$ cat src/rtl/mc_pkg.sv
// Shared types and encodings for the multicycle MIPS control unit.
// Optional BNE support is compiled in with MC_CTRL_BNE_EN.
package mc_pkg;

  typedef enum logic [3:0] {
    S_FETCH   = 4'd0,
    S_DECODE  = 4'd1,
    S_MEMADR  = 4'd2,
    S_MEMRD   = 4'd3,
    S_MEMWB   = 4'd4,
    S_MEMWR   = 4'd5,
    S_RTYPEEX = 4'd6,
    S_RTYPEWB = 4'd7,
    S_BEQEX   = 4'd8,
    S_ADDIEX  = 4'd9,
    S_ADDIWB  = 4'd10,
`ifdef MC_CTRL_BNE_EN
    S_BNEEX   = 4'd12,
`endif
    S_JEX     = 4'd11
  } state_t;

  localparam logic [5:0] OP_RTYPE = 6'b000000;
  localparam logic [5:0] OP_LW    = 6'b100011;
  localparam logic [5:0] OP_SW    = 6'b101011;
  localparam logic [5:0] OP_BEQ   = 6'b000100;
  localparam logic [5:0] OP_ADDI  = 6'b001000;
  localparam logic [5:0] OP_J     = 6'b000010;
  localparam logic [5:0] OP_BNE   = 6'b000101;

  localparam logic [1:0] ALU_ADD   = 2'b00;
  localparam logic [1:0] ALU_SUB   = 2'b01;
  localparam logic [1:0] ALU_FUNCT = 2'b10;

  localparam logic [1:0] SRCB_B     = 2'b00;
  localparam logic [1:0] SRCB_FOUR  = 2'b01;
  localparam logic [1:0] SRCB_IMM   = 2'b10;
  localparam logic [1:0] SRCB_IMMSH = 2'b11;

  localparam logic [1:0] PC_ALU    = 2'b00;
  localparam logic [1:0] PC_ALUOUT = 2'b01;
  localparam logic [1:0] PC_JUMP   = 2'b10;

  typedef struct packed {
    logic       iord;
    logic       mem_write;
    logic       ir_write;
    logic       reg_dst;
    logic       alu_wreg;
    logic       enable_wreg;
    logic       alu_src_a;
    logic [1:0] alu_src_b;
    logic [1:0] alu_op;
    logic [1:0] pc_src;
    logic       pc_en;
    logic       illegal;
  } ctrl_t;

  function automatic logic op_legal(input logic [5:0] op);
    logic ok;
    ok = (op == OP_RTYPE) || (op == OP_LW) ||
         (op == OP_SW) || (op == OP_BEQ) ||
         (op == OP_ADDI) || (op == OP_J);
`ifdef MC_CTRL_BNE_EN
    ok = ok || (op == OP_BNE);
`endif
    return ok;
  endfunction

endpackage

$ cat src/rtl/mc_out_dec.sv
// Moore output decode for mc_controller, with memory-ready gating.
// BNEEX decode present only when MC_CTRL_BNE_EN is defined.
module mc_out_dec
  import mc_pkg::*;
#(
  parameter int MEM_HANDSHAKE = 1
) (
  input  state_t     state_i,
  input  logic [5:0] op_i,
  input  logic       zero_i,
  input  logic       mem_ready_i,
  output ctrl_t      ctrl_o
);

  logic rdy;
  logic pc_write;
  logic branch;
  logic taken;

  assign rdy = (MEM_HANDSHAKE != 0) ? mem_ready_i : 1'b1;

  always_comb begin
    ctrl_o   = '0;
    pc_write = 1'b0;
    branch   = 1'b0;
    taken    = 1'b0;
    unique case (state_i)
      S_FETCH: begin
        ctrl_o.alu_src_b = SRCB_FOUR;
        ctrl_o.ir_write  = rdy;
        pc_write         = rdy;
      end
      S_DECODE: begin
        ctrl_o.alu_src_b = SRCB_IMMSH;
        ctrl_o.illegal   = ~op_legal(op_i);
      end
      S_MEMADR: begin
        ctrl_o.alu_src_a = 1'b1;
        ctrl_o.alu_src_b = SRCB_IMM;
      end
      S_MEMRD: ctrl_o.iord = 1'b1;
      S_MEMWB: begin
        ctrl_o.alu_wreg    = 1'b1;
        ctrl_o.enable_wreg = 1'b1;
      end
      S_MEMWR: begin
        ctrl_o.iord      = 1'b1;
        ctrl_o.mem_write = 1'b1;
      end
      S_RTYPEEX: begin
        ctrl_o.alu_src_a = 1'b1;
        ctrl_o.alu_src_b = SRCB_B;
        ctrl_o.alu_op    = ALU_FUNCT;
      end
      S_RTYPEWB: begin
        ctrl_o.reg_dst     = 1'b1;
        ctrl_o.enable_wreg = 1'b1;
      end
      S_BEQEX: begin
        ctrl_o.alu_src_a = 1'b1;
        ctrl_o.alu_op    = ALU_SUB;
        ctrl_o.pc_src    = PC_ALUOUT;
        branch           = 1'b1;
        taken            = zero_i;
      end
`ifdef MC_CTRL_BNE_EN
      S_BNEEX: begin
        ctrl_o.alu_src_a = 1'b1;
        ctrl_o.alu_op    = ALU_SUB;
        ctrl_o.pc_src    = PC_ALUOUT;
        branch           = 1'b1;
        taken            = ~zero_i;
      end
`endif
      S_ADDIEX: begin
        ctrl_o.alu_src_a = 1'b1;
        ctrl_o.alu_src_b = SRCB_IMM;
      end
      S_ADDIWB: ctrl_o.enable_wreg = 1'b1;
      S_JEX: begin
        ctrl_o.pc_src = PC_JUMP;
        pc_write      = 1'b1;
      end
      default: ;
    endcase
    ctrl_o.pc_en = pc_write | (branch & taken);
  end

endmodule

$ cat src/rtl/mc_controller.sv
// Multicycle MIPS control FSM with memory stall and retire counter.
// Optional BNE decode is enabled by defining MC_CTRL_BNE_EN.
module mc_controller
  import mc_pkg::*;
#(
  parameter int MEM_HANDSHAKE = 1,
  parameter int CNT_W         = 32
) (
  input  logic             clk_i,
  input  logic             rst_ni,
  input  logic [5:0]       op_i6,
  input  logic             zero_i,
  input  logic             mem_ready_i,
  output logic             iord_o,
  output logic             mem_write_o,
  output logic             ir_write_o,
  output logic             reg_dst_rtrd_o,
  output logic             alu_wreg_o,
  output logic             enable_wreg_o,
  output logic             alu_src_a_o,
  output logic [1:0]       alu_src_b_o2,
  output logic [1:0]       alu_op_o2,
  output logic [1:0]       pc_src_o2,
  output logic             pc_en_o,
  output logic             illegal_op_o,
  output logic [CNT_W-1:0] instr_cnt_o
);

  state_t           state_q, state_d;
  logic [CNT_W-1:0] cnt_q, cnt_d;
  logic             rdy;
  logic             retire;
  ctrl_t            ctrl;

  assign rdy = (MEM_HANDSHAKE != 0) ? mem_ready_i : 1'b1;

  always_comb begin
    state_d = state_q;
    retire  = 1'b0;
    unique case (state_q)
      S_FETCH: if (rdy) state_d = S_DECODE;
      S_DECODE: begin
        unique case (1'b1)
          (op_i6 == OP_LW) || (op_i6 == OP_SW):
            state_d = S_MEMADR;
          op_i6 == OP_RTYPE: state_d = S_RTYPEEX;
          op_i6 == OP_BEQ:   state_d = S_BEQEX;
          op_i6 == OP_ADDI:  state_d = S_ADDIEX;
          op_i6 == OP_J:     state_d = S_JEX;
`ifdef MC_CTRL_BNE_EN
          op_i6 == OP_BNE:   state_d = S_BNEEX;
`endif
          default:           state_d = S_FETCH;
        endcase
      end
      S_MEMADR:
        state_d = (op_i6 == OP_SW) ? S_MEMWR : S_MEMRD;
      S_MEMRD: if (rdy) state_d = S_MEMWB;
      S_MEMWR: begin
        if (rdy) begin
          state_d = S_FETCH;
          retire  = 1'b1;
        end
      end
      S_RTYPEEX: state_d = S_RTYPEWB;
      S_ADDIEX:  state_d = S_ADDIWB;
      S_MEMWB, S_RTYPEWB, S_ADDIWB,
`ifdef MC_CTRL_BNE_EN
      S_BNEEX,
`endif
      S_BEQEX, S_JEX: begin
        state_d = S_FETCH;
        retire  = 1'b1;
      end
      default: state_d = S_FETCH;
    endcase
  end

  assign cnt_d = retire ? cnt_q + CNT_W'(1) : cnt_q;

  always_ff @(posedge clk_i or negedge rst_ni) begin
    if (!rst_ni) begin
      state_q <= S_FETCH;
      cnt_q   <= '0;
    end else begin
      state_q <= state_d;
      cnt_q   <= cnt_d;
    end
  end

  mc_out_dec #(
    .MEM_HANDSHAKE(MEM_HANDSHAKE)
  ) u_out_dec (
    .state_i    (state_q),
    .op_i       (op_i6),
    .zero_i     (zero_i),
    .mem_ready_i(mem_ready_i),
    .ctrl_o     (ctrl)
  );

  assign iord_o         = ctrl.iord;
  assign mem_write_o    = ctrl.mem_write;
  assign ir_write_o     = ctrl.ir_write;
  assign reg_dst_rtrd_o = ctrl.reg_dst;
  assign alu_wreg_o     = ctrl.alu_wreg;
  assign enable_wreg_o  = ctrl.enable_wreg;
  assign alu_src_a_o    = ctrl.alu_src_a;
  assign alu_src_b_o2   = ctrl.alu_src_b;
  assign alu_op_o2      = ctrl.alu_op;
  assign pc_src_o2      = ctrl.pc_src;
  assign pc_en_o        = ctrl.pc_en;
  assign illegal_op_o   = ctrl.illegal;
  assign instr_cnt_o    = cnt_q;

endmodule

$ cat config.mk
export PLATFORM = sky130hd
export DESIGN_NAME = mc_controller
export DESIGN_NICKNAME = d
export VERILOG_FILES = /design/src/rtl/mc_pkg.sv /design/src/rtl/mc_out_dec.sv /design/src/rtl/mc_controller.sv
export SDC_FILE = /design/constraint.sdc
export NUM_CORES = 1
export LEC_CHECK = 0
export ABC_AREA = 1
export ABC_CLOCK_PERIOD_IN_PS = 1600
export CAP_MARGIN = 20
export CORE_AREA = 2 2 86 88
export CTS_CLUSTER_DIAMETER = 200
export DETAILED_ROUTE_END_ITERATION = 6
export DIE_AREA = 0 0 88 90
export SYNTH_ARGS = -nofsm -noshare
export SYNTH_HDL_FRONTEND = slang
export SYNTH_SLANG_ARGS = --single-unit
$ cat constraint.sdc
create_clock -name clk_i -period 1.6 [get_ports clk_i]
set_input_delay 0.4 -clock clk_i [delete_from_list [all_inputs] [get_ports clk_i]]
set_output_delay 0.4 -clock clk_i [all_outputs]
set_load 0.005 [all_outputs]
==> impl_results.md, run 1 <==
* CP max-delay cell: dfrtp_2
* Setup Crit Path Kind: flop to output port
* Cell mode on critical path: buf_6
* Starting Density at 0.3386
* Synth area leader: dfrtp_1
* Mapped Avg Cell Area at 6.640 um^2
* Slew @ Worst Pin at 0.5328 ns
* Final slew viol count at 0
* RD Place Congestion at 0.8912
* PwrDens at 985.3 nW/um^2
* Crit. End Element: output port
* Rel. slew slack at 0.6435
* Maximum Capacitance Violations at 0
* CTS tree: done
* Die width at 88 um
* Synth top cells by count: nand2_1, nor2_1, inv_1, dfrtp_1, nand3_1
* Pleak at 2.314 nW
* Crit start category: flop
* Slowest cell delay on critical path at 0.45 ns
* Largest net degree at the start of global routing at 20
* Clk pin slew, worst setup/hold paths at 0.08 ns
* TritonCTS Buffers at 5
* Ys Warns at 0
* Min-Delay Path Class: input port to async pin
* Post-Synthesis Cells at 358
* Post-synth EDFFs at 0
* Post-DP HPWL at 4.916 mm
* Failing checks: negative setup slack
* Worst skew pair latency at 0.30 ns
* Setup clock skew after layout at 0.009091 ns
* Crit-path cells: buf_6 > nor2_4 > buf_6 > o21ai_2 > o21ai_1 > buf_2
* Setup ws final at -0.1804 ns
* FILL cells at 627
* Tcrit/Tclk final at 1.113
* Sequential fraction of the synthesis area at 0.3789
* Outcome: finished, violations left
* Port Buffer Count at 56
* Number of nets with antenna violations after routing at 0
* Final worst path period need at 1.780 ns
* Fin. Hold Viols at 0
* Top_reg_cell synth: dfrtp_1
* Final Util at 0.6027
* Top-area cell type share of the netlist area at 0.3789
* Ant. Diodes at 0
* WP data required at 1.20 ns
* Vias in the first global route at 2612
* # rows at 31
* Synth unique cells at 23
* Final setup vio count at 46
* Clock Path Buffers at 2
* Area of placed instances at 3313 um^2
* Synth Cell Area at 2377 um^2
* Post-route cell area at 4232 um^2
* DRC Markers at 0
* Share of cells above drive strength 1 at 0.3912
* Ys async rst share at 1.000
* Number of H-tree levels at 2
* Hold Buf Count CTS at 0
* CTS root buffer: clkbuf_8
* Peak VDD IR at 697.0 uV
* # nets final at 511
* Avg WL per Cell at 12.61 um
* DR vias at 2788
* IO Count at 57
* Final Instance Count excl. Fillers at 600
* Die ar. at 7920 um^2
* Die Y at 90 um
* Vias/cell at 4.647
* Drt first pass iters at 4
* Setup TNS at -4.470 ns
* Worst slack, placed at -0.8110 ns
* Total power at 4.169 mW
* Critical Path AT at 1.38 ns
* CP Max Fanout at 3
* Initial DRC count at 83
* Number of antenna violations at the first check in global routing at 0
* Largest cells by area after synthesis: dfrtp_1, nand2_1, nor2_1
* P&R area growth vs syn at 78.00%
* Cell with the most instances after synthesis: nand2_1
* Core area at 7020 um^2
* Max frequency at 561.7 MHz
* First-pass GRT wire length at 11.43 mm
* Inst Count DP at 545
* Seq cells post-synth at 36
* GRT Residual Overflow at 0
* Clock sink count at 36
* Syn nets at 369
* Worst hold margin at 0.02947 ns
* Total wire length at 7.564 mm
* RSZ-0062 raised after global routing: true
* GR Util All Layers at 0.1792
-- repair_timing --
item | CTS | global route
pin swaps | 16 | 36
gates resized for setup | 114 | 86
endpoints found under the setup margin | 48 | 55
cloned | 1 | 3
buffers inserted | 37 | 6
-- metal layers --
metal  vias up  GRT usage  share of wire
met5         -          0              0
met4         0    0.05641          0.023
met3        18    0.04132          0.048
met2        72     0.3068           0.52
met1      1313     0.2190           0.41
li1       1385          -              -
-- cell type report --
type	count	area (um^2)	area share
Clock buffer	7	96.34	0.02277
Multi-Input combinational cell	260	1565	0.3699
Timing Repair Buffer	141	1279	0.3022
Inverter	56	225.2	0.05322
Clock inverter	1	30.03	0.007096
Sequential cell	36	912.1	0.2156
Tap cell	99	123.9	0.02927
-- cell families after synthesis --
logic type / after synthesis / share of synthesized area
compound gates: 11 / 0.02474
xor+xnor: 17 / 0.06263
fa+ha+maj: 1 / 0.005262
buf+inv: 62 / 0.1110
flops: 36 / 0.3789
simple gates: 231 / 0.4174
-- cells in the final DEF, fill, tap and decap left out, types with 2 or more instances in the layout --
master / Yosys / routed
clkbuf_8: 0 / 7
dfrtp_1: 36 / 27
buf_4: 2 / 69
inv_4: 0 / 3
nor2_4: 0 / 9
nand4_1: 15 / 15
dlygate4sd2_1: 0 / 7
nand3_4: 0 / 2
inv_2: 2 / 6
o21ai_1: 2 / 3
inv_1: 54 / 46
dlymetal6s2s_1: 0 / 7
nand3_1: 28 / 14
nor2_2: 4 / 9
xor2_1: 3 / 3
buf_6: 3 / 11
o21ai_2: 0 / 2
clkbuf_16: 0 / 3
xnor2_1: 14 / 10
nor2_1: 57 / 43
buf_12: 0 / 2
clkdlybuf4s50_1: 0 / 25
nand2_1: 112 / 94
nand3b_1: 2 / 2
nand3_2: 1 / 13
nand2_4: 0 / 20
dfrtp_2: 0 / 9
nand2_2: 10 / 8
xnor2_2: 0 / 4
buf_2: 1 / 14
a21oi_1: 4 / 4
-- path summary, 6_finish.rpt --
| path | slack (ns) | depth (start not counted) | endpoint | startpoint |
|---|---|---|---|---|
| min in group clk_i | 0.57 | 2 | instr_cnt_o[8]$_DFFE_PN0P_ | instr_cnt_o[8]$_DFFE_PN0P_ |
| setup reg to reg | -0.13 | 9 | instr_cnt_o[11]$_DFFE_PN0P_ | state_q[3]$_DFFE_PN0P_ |
| setup / recovery | -0.18 | 6 | enable_wreg_o | state_q[3]$_DFFE_PN0P_ |
| hold / removal | 0.03 | 1 | instr_cnt_o[10]$_DFFE_PN0P_ | rst_ni |
| hold reg to reg | 0.57 | 2 | instr_cnt_o[8]$_DFFE_PN0P_ | instr_cnt_o[8]$_DFFE_PN0P_ |
| max in group asynchronous | 1.10 | 2 | instr_cnt_o[23]$_DFFE_PN0P_ | rst_ni |
-- worst max-delay path, delay by kind of cell, from the launching register on --
kind,cells,cell delay [ns]
AND/OR/NAND/NOR,1,0.13
flip-flops,1,0.45
buffers and inverters,3,0.38
AO/OA/AOI/OAI,2,0.12
-- power by group --
group / internal, mW / switching, mW
sequential: 1.01 / 0.0816
combinational: 1.11 / 1.05
clock: 0.551 / 0.370
-- sequential cells by signal (all words and copies together), names as in the netlist --
name	flops
instr_cnt_o	32
state_q	4
Power figures use the tool's default switching activity.
==> inputs of run 2 (changes only) <==
--- a/config.mk
+++ b/config.mk
@@ -12,6 +12,8 @@
 export CTS_CLUSTER_DIAMETER = 200
 export DETAILED_ROUTE_END_ITERATION = 6
 export DIE_AREA = 0 0 88 90
+export SKIP_LAST_GASP = 1
 export SYNTH_ARGS = -nofsm -noshare
 export SYNTH_HDL_FRONTEND = slang
 export SYNTH_SLANG_ARGS = --single-unit
+export TNS_END_PERCENT = 5
==> impl_results.md, run 2 (synthesis results as in run 1) <==
* Final setup vio count at 53
* Post-DP HPWL at 4.916 mm
* RD Place Congestion at 0.8912
* Fin. Hold Viols at 0
* Final worst path period need at 1.761 ns
* Drt first pass iters at 4
* Area of placed instances at 3313 um^2
* CTS root buffer: clkbuf_8
* Crit. End Element: output port
* Starting Density at 0.3386
* GRT Residual Overflow at 0
* Number of antenna violations at the first check in global routing at 0
* Pleak at 1.686 nW
* Port Buffer Count at 56
* CP Max Fanout at 4
* Max reg flops at 32
* Die width at 88 um
* Worst skew pair latency at 0.29 ns
* Vias/cell at 4.542
* GR Util met2 at 0.2860
* # nets final at 472
* P&R area growth vs syn at 49.32%
* Failing checks: negative setup slack
* DRC Markers at 0
* GR Util All Layers at 0.1663
* PwrDens at 990.9 nW/um^2
* Crit start category: flop
* Core area at 7020 um^2
* Setup clock skew after layout at 0.007664 ns
* Commonest cells after routing, fill and taps aside: nand2_1, inv_1, nor2_1
* Min-Delay Path Class: input port to async pin
* Initial DRC count at 108
* Die Y at 90 um
* Met1 Usage GRT at 0.2023
* Outcome: finished, violations left
* RSZ-0062 raised after global routing: true
* Largest net degree at the start of global routing at 33
* TritonCTS Buffers at 5
* IO Count at 57
* Critical Path AT at 1.36 ns
* Die ar. at 7920 um^2
* First-pass GRT wire length at 10.65 mm
* Rel. slew slack at 0.7039
* Final slew viol count at 0
* Total wire length at 6.401 mm
* Clock Path Buffers at 2
* Max frequency at 568.0 MHz
* DR vias at 2548
* Avg WL per Cell at 11.41 um
* Setup ws final at -0.1606 ns
* Vias in the first global route at 2446
* Post-route cell area at 3550 um^2
* Clock sink count at 36
* Commonest non-fill, non-tap cell in the layout: nand2_1
* Peak VDD IR at 486.6 uV
* Setup Crit Path Kind: flop to output port
* Clk pin slew, worst setup/hold paths at 0.08 ns
* WP data required at 1.20 ns
* Number of nets with antenna violations after routing at 0
* Met3 usage at 0.04132
* # rows at 31
* Number of H-tree levels at 2
* Final Util at 0.5056
* Maximum Capacitance Violations at 0
* CTS tree: done
* Slew @ Worst Pin at 0.4441 ns
* Setup TNS at -3.488 ns
* Busiest grt layer: met2
* Share of cells above drive strength 1 at 0.2576
* Tcrit/Tclk final at 1.100
* Ant. Diodes at 0
* FILL cells at 701
-- run 2: changes by cell type in the layout (fill, tap and decap cells not counted), sizes merged --
cell	previous run	this run
buf	98	58
clkbuf	10	11
clkdlybuf4s15	1	4
clkdlybuf4s50	25	34
dlygate4sd2	7	2
dlymetal6s2s	7	0
-- run 2: worst paths after layout --
| path | from | end | slack, ns | cells past startpoint |
|---|---|---|---|---|
| max | state_q[3]$_DFFE_PN0P_ | pc_en_o | -0.16 | 6 |
| min | rst_ni | instr_cnt_o[10]$_DFFE_PN0P_ | 0.04 | 1 |
| max reg2reg | state_q[3]$_DFFE_PN0P_ | instr_cnt_o[2]$_DFFE_PN0P_ | -0.03 | 9 |
| min reg2reg | instr_cnt_o[31]$_DFFE_PN0P_ | instr_cnt_o[31]$_DFFE_PN0P_ | 0.52 | 2 |
| max in group asynchronous | rst_ni | instr_cnt_o[24]$_DFFE_PN0P_ | 1.11 | 2 |
| min in group clk_i | instr_cnt_o[31]$_DFFE_PN0P_ | instr_cnt_o[31]$_DFFE_PN0P_ | 0.52 | 2 |
-- run 2: layout make-up --
| type | count | area (um^2) | area share |
|---|---|---|---|
| Multi-Input combinational cell | 260 | 1315 | 0.3705 |
| Inverter | 56 | 212.7 | 0.05992 |
| Tap cell | 99 | 123.9 | 0.03490 |
| Clock inverter | 1 | 30.03 | 0.008460 |
| Clock buffer | 7 | 96.34 | 0.02714 |
| Sequential cell | 36 | 904.6 | 0.2548 |
| Timing Repair Buffer | 102 | 867.1 | 0.2443 |
-- run 2: power breakdown --
part | switching, mW | total [mW] | leakage (nW) | internal, mW
clock | 0.352 | 0.902 | 0.0645 | 0.550
sequential | 0.102 | 1.11 | 0.471 | 1.00
combinational | 0.734 | 1.51 | 1.15 | 0.776
total | 1.19 | 3.52 | 1.69 | 2.33
-- run 2: timing repair --
action                     4_1_cts  5_1_grt
setup endpoints to repair       48       78
hold buffers                     0        0
gates resized for setup         81       34
pin swaps                       11       13
setup buffers                    6        2
-- run 2: metrics by stage --
stage	hold WS, ns	setup WS (ns)	power [mW]	instances
finish	0.03590	-0.1606	3.517	561
floorplan	0.1044	0.1203	1.708	358
global route	0.06241	-0.2326	3.732	561
global placement	0.3608	-0.7517	2.463	545
CTS	0.04933	-0.1850	3.471	559
detailed placement	0.3689	-0.8110	2.473	545
-- run 2: routing by layer --
metal | routed length [um] | vias up
li1 | - | 1304
met1 | 2822 | 1169
met5 | 0 | -
met4 | 88 | 0
met3 | 355 | 11
met2 | 3134 | 64
-- run 2: worst max-delay path, cell delays in order (launching register included) --
cell,delay (ns)
dfrtp_2,0.44
inv_2,0.09
nor2_4,0.05
inv_4,0.07
nor2_2,0.04
a211o_1,0.26
buf_2,0.12
==> inputs of run 3 (changes only) <==
--- a/config.mk
+++ b/config.mk
@@ -7,11 +7,12 @@
 export LEC_CHECK = 0
 export ABC_AREA = 1
 export ABC_CLOCK_PERIOD_IN_PS = 1600
-export CAP_MARGIN = 20
+export CAP_MARGIN = 15
 export CORE_AREA = 2 2 86 88
 export CTS_CLUSTER_DIAMETER = 200
 export DETAILED_ROUTE_END_ITERATION = 6
 export DIE_AREA = 0 0 88 90
+export RECOVER_POWER = 100
 export SKIP_LAST_GASP = 1
 export SYNTH_ARGS = -nofsm -noshare
 export SYNTH_HDL_FRONTEND = slang
==> impl_results.md, run 3 (synthesis results as in run 1) <==
* Area of placed instances at 3313 um^2
* Core area at 7020 um^2
* Outcome: finished, violations left
* CP Max Fanout at 4
* Die Y at 90 um
* Vias/cell at 4.538
* WP data required at 1.20 ns
* CP max-delay cell: dfrtp_2
* Drt first pass iters at 4
* Crit. End Element: output port
* CTS tree: done
* RSZ-0062 raised after global routing: true
* Fin. Hold Viols at 0
* Crit-path cells: inv_2 > nor2_4 > inv_4 > nor2_2 > a211o_1 > buf_2
* Final Util at 0.5029
* IO Count at 57
* Max frequency at 568.1 MHz
* Slowest cell delay on critical path at 0.44 ns
* Number of nets with antenna violations after routing at 0
* Starting Density at 0.3386
* Clock sink count at 36
* # nets final at 472
* Maximum Capacitance Violations at 0
* PwrDens at 994.3 nW/um^2
* # rows at 31
* Initial DRC count at 108
* Ant. Diodes at 0
* Final setup vio count at 53
* Met1 wire length at 2.808 mm
* TritonCTS Buffers at 5
* Worst skew pair latency at 0.29 ns
* Final worst path period need at 1.760 ns
* Port Buffer Count at 56
* Failing checks: negative setup slack
* Clk pin slew, worst setup/hold paths at 0.08 ns
* Crit start category: flop
* Clock Path Buffers at 2
* Commonest non-fill, non-tap cell in the layout: nand2_1
* Pleak at 1.678 nW
* Setup ws final at -0.1602 ns
* Avg WL per Cell at 11.38 um
* RD Place Congestion at 0.8912
* Slew @ Worst Pin at 0.9784 ns
* Post-DP HPWL at 4.916 mm
* Die width at 88 um
* Share of cells above drive strength 1 at 0.2532
* Max reg flops at 32
* Peak VDD IR at 486.4 uV
* Commonest cells after routing, fill and taps aside: nand2_1, inv_1, nor2_1
* DRC Markers at 0
* P&R area growth vs syn at 48.53%
* Number of antenna violations at the first check in global routing at 0
* Number of H-tree levels at 2
* Final slew viol count at 0
* Post-route cell area at 3531 um^2
* Setup Crit Path Kind: flop to output port
* Tcrit/Tclk final at 1.100
* First-pass GRT wire length at 10.65 mm
* Die ar. at 7920 um^2
* Rel. slew slack at 0.3477
* Max Used Layer: met4
* GR Util All Layers at 0.1663
* Met3 routed WL at 348 um
* Setup clock skew after layout at 0.007957 ns
* Largest net degree at the start of global routing at 33
* Critical Path AT at 1.36 ns
* Met2 WL post-DR at 3.139 mm
* Min-Delay Path Class: input port to async pin
* GRT Residual Overflow at 0
* Total wire length at 6.384 mm
* DR vias at 2546
* CTS root buffer: clkbuf_8
* Vias in the first global route at 2446
run 3: cell types whose count changed in the layout (fill, tap and decap cells not counted), sizes merged:
| cell | previous run | this run |
|---|---|---|
| buf | 58 | 56 |
| clkbuf | 11 | 13 |
run 3: worst max-delay path: cells and delay by family (launching register included):
family | cells | cell delay [ns]
AO/OA/AOI/OAI | 1 | 0.26
buffers and inverters | 3 | 0.28
AND/OR/NAND/NOR | 2 | 0.09
flip-flops | 1 | 0.44
run 3: report_power, final:
group | switching [mW] | internal (mW)
Sequential | 0.102 | 1.00
Combinational | 0.731 | 0.771
Clock | 0.352 | 0.550
run 3: layout make-up:
cell class                 instances  area [um^2]
clock inverter                     1        30.03
tap                               99        123.9
fill                             701         3490
timing repair buffer             102        850.8
multi-input combinational        260         1313
inverter                          56        212.7
sequential                        36        904.6
clock buffer                       7        96.34
run 3: worst paths after layout:
kind	startpoint	depth (start not counted)	to	slack, ns
min in group clk_i	instr_cnt_o[31]$_DFFE_PN0P_	2	instr_cnt_o[31]$_DFFE_PN0P_	0.52
worst max-delay path	state_q[3]$_DFFE_PN0P_	6	pc_en_o	-0.16
max in group asynchronous	rst_ni	2	instr_cnt_o[24]$_DFFE_PN0P_	0.35
worst min register to register	instr_cnt_o[31]$_DFFE_PN0P_	2	instr_cnt_o[31]$_DFFE_PN0P_	0.52
worst min-delay path	rst_ni	1	instr_cnt_o[9]$_DFFE_PN0P_	0.23
worst max register to register	state_q[3]$_DFFE_PN0P_	9	instr_cnt_o[2]$_DFFE_PN0P_	-0.03
run 3: through the flow:
stage / power [mW] / setup slack, ns / setup TNS, ns / instances / hold slack, ns
2_1_floorplan: 1.708 / 0.1203 / 0 / 358 / 0.1044
3_3_place_gp: 2.463 / -0.7517 / -8.088 / 545 / 0.3608
3_5_place_dp: 2.473 / -0.8110 / -8.064 / 545 / 0.3689
4_1_cts: 3.471 / -0.1850 / -4.206 / 559 / 0.04933
5_1_grt: 3.727 / -0.2326 / -8.221 / 561 / 0.3131
6_report: 3.511 / -0.1602 / -3.482 / 561 / 0.2327
run 3: layer usage:
metal  up-vias  track usage
li1       1304            -
met1      1167       0.2023
met2        64       0.2860
met3        11      0.04132
met4         0      0.04744
met5         -            0
run 3: timing repair:
item / in CTS / in global routing
gates resized for setup: 81 / 34
hold buffers: 0 / 0
setup endpoints to repair: 48 / 78
setup buffers: 6 / 2
pin swaps: 11 / 13
